## src/rtl/rv32i_multicycle_ctrl.sv

```systemverilog
// Main control FSM of the multi-cycle RV32I core: sequences fetch/decode/exec/mem/wb,
// drives every datapath select and enable, counts retirements and halts on faults.
module rv32i_multicycle_ctrl #(
    parameter int CNT_W      = 32,
    parameter int MEM_TO_MAX = 15
) (
    input  logic             clk,
    input  logic             rst_n,
    input  logic [6:0]       opcode,
    input  logic             br_taken,
    input  logic             mem_ready,
    output logic             mem_req,
    output logic             mem_we,
    output logic             mem_is_inst,
    output logic             ir_we,
    output logic             pc_we,
    output logic [1:0]       pc_sel,
    output logic [2:0]       imm_sel,
    output logic [1:0]       alu_a_sel,
    output logic             alu_b_sel,
    output logic [1:0]       alu_op,
    output logic             rf_we,
    output logic [1:0]       wb_sel,
    output logic             halted,
    output logic             mem_err,
    output logic [CNT_W-1:0] instret
);

    localparam logic [6:0] OP_LOAD   = 7'b0000011;
    localparam logic [6:0] OP_IARITH = 7'b0010011;
    localparam logic [6:0] OP_AUIPC  = 7'b0010111;
    localparam logic [6:0] OP_STORE  = 7'b0100011;
    localparam logic [6:0] OP_R      = 7'b0110011;
    localparam logic [6:0] OP_LUI    = 7'b0110111;
    localparam logic [6:0] OP_BRANCH = 7'b1100011;
    localparam logic [6:0] OP_JALR   = 7'b1100111;
    localparam logic [6:0] OP_JAL    = 7'b1101111;

    localparam int TO_W = (MEM_TO_MAX > 0) ? $clog2(MEM_TO_MAX + 1) : 1;
    localparam logic [TO_W-1:0] TO_LAST = TO_W'(MEM_TO_MAX - 1);

    typedef enum logic [2:0] {
        S_FETCH, S_DECODE, S_EXEC, S_MEM, S_WB, S_HALT
    } state_e;

    typedef enum logic [3:0] {
        C_R, C_IARITH, C_LOAD, C_STORE, C_BRANCH,
        C_LUI, C_AUIPC, C_JAL, C_JALR, C_ILLEGAL
    } class_e;

    typedef enum logic [2:0] {
        IMM_I = 3'd0, IMM_S = 3'd1, IMM_B = 3'd2, IMM_U = 3'd3, IMM_J = 3'd4
    } imm_e;

    state_e          state;
    state_e          state_next;
    class_e          cls;
    class_e          cls_dec;
    logic [TO_W-1:0] wait_cnt;
    logic            waiting;
    logic            timeout;
    logic            mem_err_q;

    function automatic class_e classify(input logic [6:0] op);
        case (op)
            OP_R:      return C_R;
            OP_IARITH: return C_IARITH;
            OP_LOAD:   return C_LOAD;
            OP_STORE:  return C_STORE;
            OP_BRANCH: return C_BRANCH;
            OP_LUI:    return C_LUI;
            OP_AUIPC:  return C_AUIPC;
            OP_JAL:    return C_JAL;
            OP_JALR:   return C_JALR;
            default:   return C_ILLEGAL;
        endcase
    endfunction

    function automatic imm_e imm_of(input class_e c);
        case (c)
            C_STORE:        return IMM_S;
            C_BRANCH:       return IMM_B;
            C_LUI, C_AUIPC: return IMM_U;
            C_JAL:          return IMM_J;
            default:        return IMM_I;
        endcase
    endfunction

    assign cls_dec = classify(opcode);

    // Only FETCH and MEM wait on the memory port; a stall there counts toward the timeout.
    assign waiting = (MEM_TO_MAX > 0) && (state == S_FETCH || state == S_MEM) && !mem_ready;
    assign timeout = waiting && (wait_cnt == TO_LAST);

    assign halted  = (state == S_HALT);
    assign mem_err = mem_err_q;

    always_ff @(posedge clk or negedge rst_n) begin
        if (!rst_n) begin
            state     <= S_FETCH;
            cls       <= C_R;
            wait_cnt  <= '0;
            mem_err_q <= 1'b0;
            instret   <= '0;
        end else begin
            // NOTE: non-blocking so every register here sees the pre-edge values of the others.
            state <= state_next;
            if (state == S_DECODE)
                cls <= cls_dec;
            if (state_next != state)
                wait_cnt <= '0;
            else if (waiting)
                wait_cnt <= wait_cnt + TO_W'(1);
            if (timeout)
                mem_err_q <= 1'b1;
            if (pc_we)
                instret <= instret + CNT_W'(1);
        end
    end

    always_comb begin
        // NOTE: every output gets a default first, so no branch below can infer a latch.
        state_next  = state;
        mem_req     = 1'b0;
        mem_we      = 1'b0;
        mem_is_inst = 1'b0;
        ir_we       = 1'b0;
        pc_we       = 1'b0;
        pc_sel      = 2'd0;
        imm_sel     = IMM_I;
        alu_a_sel   = 2'd0;
        alu_b_sel   = 1'b0;
        alu_op      = 2'd0;
        rf_we       = 1'b0;
        wb_sel      = 2'd0;

        // Gating with rst_n keeps the fetch request and enables quiet while reset is held.
        if (rst_n) begin
            case (state)
                S_FETCH: begin
                    mem_req     = 1'b1;
                    mem_is_inst = 1'b1;
                    if (timeout) begin
                        state_next = S_HALT;
                    end else if (mem_ready) begin
                        ir_we      = 1'b1;
                        state_next = S_DECODE;
                    end
                end
                S_DECODE: begin
                    imm_sel    = imm_of(cls_dec);
                    state_next = (cls_dec == C_ILLEGAL) ? S_HALT : S_EXEC;
                end
                S_EXEC: begin
                    imm_sel    = imm_of(cls);
                    state_next = S_WB;
                    case (cls)
                        C_R: begin
                            alu_op = 2'd1;
                        end
                        C_IARITH: begin
                            alu_b_sel = 1'b1;
                            alu_op    = 2'd1;
                        end
                        C_LOAD, C_STORE: begin
                            alu_b_sel  = 1'b1;
                            state_next = S_MEM;
                        end
                        C_LUI: begin
                            alu_a_sel = 2'd2;
                            alu_b_sel = 1'b1;
                        end
                        C_AUIPC: begin
                            alu_a_sel = 2'd1;
                            alu_b_sel = 1'b1;
                        end
                        C_BRANCH: begin
                            alu_op     = 2'd2;
                            pc_we      = 1'b1;
                            pc_sel     = br_taken ? 2'd1 : 2'd0;
                            state_next = S_FETCH;
                        end
                        default: begin
                            alu_b_sel = 1'b1;
                        end
                    endcase
                end
                S_MEM: begin
                    mem_req = 1'b1;
                    mem_we  = (cls == C_STORE);
                    imm_sel = imm_of(cls);
                    if (timeout) begin
                        state_next = S_HALT;
                    end else if (mem_ready) begin
                        if (cls == C_STORE) begin
                            pc_we      = 1'b1;
                            state_next = S_FETCH;
                        end else begin
                            state_next = S_WB;
                        end
                    end
                end
                S_WB: begin
                    rf_we      = 1'b1;
                    pc_we      = 1'b1;
                    imm_sel    = imm_of(cls);
                    state_next = S_FETCH;
                    case (cls)
                        C_LOAD:  wb_sel = 2'd1;
                        C_JAL:   begin wb_sel = 2'd2; pc_sel = 2'd1; end
                        C_JALR:  begin wb_sel = 2'd2; pc_sel = 2'd2; end
                        default: wb_sel = 2'd0;
                    endcase
                end
                S_HALT: begin
                    state_next = S_HALT;
                end
                default: begin
                    state_next = S_HALT;
                end
            endcase
        end
    end

endmodule

```

## config.mk

```make
export PLATFORM = sky130hd
export DESIGN_NAME = rv32i_multicycle_ctrl
export DESIGN_NICKNAME = d
export VERILOG_FILES = /design/src/rtl/rv32i_multicycle_ctrl.sv
export SDC_FILE = /design/constraint.sdc
export NUM_CORES = 1
export LEC_CHECK = 0
export CAP_MARGIN = 20
export CORE_ASPECT_RATIO = 0.5
export CORE_MARGIN = 3
export CORE_UTILIZATION = 25
export CTS_CLUSTER_DIAMETER = 40
export DETAILED_ROUTE_END_ITERATION = 16
export GPL_TIMING_DRIVEN = 0
export PLACE_DENSITY = 0.57
export RECOVER_POWER = 25
export SYNTH_ARGS = -nofsm -noshare
export SYNTH_HDL_FRONTEND = slang
export SYNTH_SLANG_ARGS = --single-unit
```

## constraint.sdc

```tcl
create_clock -name clk -period 2.9 [get_ports clk]
set_input_delay 0.435 -clock clk [delete_from_list [all_inputs] [get_ports clk]]
set_output_delay 0.435 -clock clk [all_outputs]
set_load 0.01 [all_outputs]
```

==> flow_metrics.py <==
metrics = {
    "clock_tree": {
        "hold_buffers": 0,
        "tritoncts": "done",
        "cts_buffers": 5,
        "clock_sinks": 44,
        "clk_pin_slew_ns": 0.06,
        "root_buffer": "clkbuf_16",
        "post_cts_buffers": 0,
        "htreeDepth": 2,
        "clk_latency_ns": 0.29,
        "clock_path_buffers": 2,
        "cts-resized-gates": 9,
    },
    "yosys": {
        "syn_avg_cell_area_um2": 8.83,
        "synth_cell_type_count": 54,
        "synth_top_area_share_pct": 40.2,
        "synth_edf_count": 0,
        "synth.most_common_cell": "dfrtp_1",
        "ys.flop_type": "dfrtp_1",
        "syn_area_um2": 2740,
        "synth_cells": 310,
        "async_flop_share_pct": 100,
        "synth_area_leader_cell": "dfrtp_1",
        "synth_area_leaders": "dfrtp_1 40%, xnor2_1 6.4%, xor2_1 5.1%, nand2_1 4.4%, nand3_1 3.8%",
        "yosysWarnings": 0,
        "ys_seq_area_share_pct": 40.2,
        "ys_ff_latch": 44,
        "synth_common_cells": "44 x dfrtp_1, 32 x nand2_1, 26 x nor2_1",
        "synth_nets": 324,
    },
    "run": {
        "drv_cap": 0,
    },
    "die": {
        "rows": 26,
        "die_h_um": 80.0,
        "die_width_um": 154,
        "dieArea_um2": 12300,
        "initial_utilization_pct": 26.2,
        "core_area_um2": 10400,
        "pin_count": 63,
    },
    "place": {
        "dp_hpwl_um": 5470,
        "place.gp.congestion": 0.790,
        "placed_cells": 512,
        "port_buffers": 61,
        "placed_area_um2": 3540,
    },
    "detailed_routing": {
        "drt-pass1-iter-count": 4,
        "via_per_inst": 4.76,
        "wl_um": 7300,
        "drc": 0,
        "ant_nets": 0,
        "drtIter0Drc": 206,
        "num_vias": 2472,
        "wl_per_cell_um": 14.1,
    },
    "global_routing": {
        "grt_pass1_wl_um": 12100,
        "grt_overflow": 0,
        "antenna_found_initial": 0,
        "grt_max_degree": 32,
        "grt_use_total_pct": 12.0,
        "grt_pass1_vias": 2345,
    },
    "sta": {
        "rsz0062_at_grt": "true",
        "slew_headroom_pct": 63.8,
        "tightest_slew_ns": 0.541,
        "holdWs_ns": 0.0279,
        "fin_skew_ns": 0.00390,
        "finalHoldViolations": 0,
        "clock.fmax_ghz": 0.358,
        "period_share_pct": 96.2,
        "setup_viol": 0,
        "post-route-min-period_ns": 2.79,
        "timing.final.max_slew_violations": 0,
    },
    "finish": {
        "nNetsFinal": 392,
        "syn_to_final_growth_pct": 35.4,
        "fill_cells": 1083,
        "drive_above_1_share_pct": 9.23,
        "diodes": 0,
        "finalNonFillerCells": 519,
        "regArea_um2": 1100,
        "fin_area_um2": 3700,
        "multi_input_area_um2": 1550,
    },
    "setup_path": {
        "crit_path_max_fanout": 10,
        "worstSetupPathType": "register to output port",
        "cp-end-kind": "output port",
        "cp.required_ns": 2.47,
        "critPathArrivalTime_ns": 2.35,
        "cp-start-kind": "register",
    },
    "outcome": {
        "outcome": "complete, no violations",
    },
    "power": {
        "leakage_nw": 1.45,
        "p_per_area_nw_per_um2": 505,
        "peakVddDrop_mv": 0.182,
    },
    "min_path": {
        "hold_path.class": "input pin to async pin",
    },
}
## worst max-delay path, stage by stage (launching register included)
cell and delay (ns):
dfrtp_1 0.45, buf_2 0.22, clkbuf_2 0.21, nor2b_2 0.21, nand3_1 0.17, nor3b_1 0.24, clkdlybuf4s50_1 0.58
## flip-flops by register name, summed over array words and instances, names as in the netlist
name	flops
cls	4
instret	32
mem_err	1
state	3
wait_cnt	4
## logic make-up after synthesis
kind of cell	share of synthesized area (%)
xor gates and xnor gates	11.5
adders and majority gates	1.37
AOI/OAI and AO/OA	11.8
muxes	0.411
buffers and inverters	3.70
DFF	40.2
and+or+nand+nor	30.9
## cell type report
type / count / share of cell area (%)
Timing Repair Buffer: 62 / 16.9
Inverter: 6 / 0.608
Clock buffer: 6 / 3.75
Multi-Input combinational cell: 243 / 41.8
Tap cell: 140 / 4.73
Sequential cell: 44 / 29.7
Clock inverter: 2 / 0.405
Buffer: 16 / 2.16
## placed cells by master (no fill, tap or decap), drive strengths merged, types with 2 or more instances in the layout
| cell type | netlist | routed |
|---|---|---|
| clkbuf | 11 | 15 |
| xnor2 | 20 | 20 |
| dfrtp | 44 | 44 |
| a21oi | 17 | 17 |
| ha | 3 | 3 |
| nand4 | 12 | 12 |
| clkdlybuf4s50 | 0 | 57 |
| buf | 6 | 9 |
| xor2 | 16 | 16 |
| inv | 6 | 6 |
| dlygate4sd2 | 0 | 3 |
| nand3 | 21 | 21 |
| nor4 | 7 | 7 |
| and4 | 5 | 5 |
| o31ai | 2 | 2 |
| o32ai | 2 | 2 |
| nor2 | 26 | 26 |
| and2 | 2 | 2 |
| o22ai | 3 | 3 |
| nor2b | 6 | 6 |
| o21ai | 10 | 10 |
| or2 | 2 | 2 |
| o22a | 2 | 2 |
| nor4b | 3 | 3 |
| nand2b | 5 | 5 |
| nor3 | 20 | 20 |
| and3 | 3 | 3 |
| clkinvlp | 0 | 2 |
| nor3b | 5 | 5 |
| nand2 | 32 | 32 |
## report_power, final
part / internal, mW / switching (mW)
sequential: 0.659 / 0.0435
combinational: 0.236 / 0.337
clock: 0.343 / 0.250
total: 1.24 / 0.631
## path summary, 6_finish.rpt
path / slack [ns] / from / cells after the start / end
min in group clk: 0.47 / instret[31]$_DFFE_PN0P_ / 1 / instret[31]$_DFFE_PN0P_
max in group asynchronous: 2.42 / rst_n / 2 / instret[1]$_DFFE_PN0P_
setup / recovery: 0.11 / state[0]$_DFF_PN0_ / 6 / alu_a_sel[0]
hold reg to reg: 0.47 / instret[31]$_DFFE_PN0P_ / 1 / instret[31]$_DFFE_PN0P_
hold / removal: 0.03 / rst_n / 1 / instret[11]$_DFFE_PN0P_
setup reg to reg: 0.60 / instret[13]$_DFFE_PN0P_ / 5 / instret[29]$_DFFE_PN0P_
## metrics by stage
step / setup slack [ns] / TNS (ns) / utilization (%) / total power, mW
finish: 0.110 / 0 / 35.5 / 1.87
detailed placement: -0.110 / -0.512 / 33.9 / 1.27
floorplan: 0.901 / 0 / - / 1.08
global placement: -1.89 / -79.56 / 33.7 / 1.27
global route: -0.0229 / -0.0453 / 35.5 / 1.98
CTS: 0.0200 / 0 / 35.4 / 1.88
## per-layer routing
layer / vias to the layer above / GRT usage (%) / share of wire, %
met4: 0 / 2.38 / 0.52
met2: 56 / 18.6 / 44
li1: 1239 / - / -
met1: 1172 / 17.3 / 51
met5: - / 0 / 0
met3: 5 / 2.54 / 4.0
Note: power is estimated with default switching activity, not from simulation.
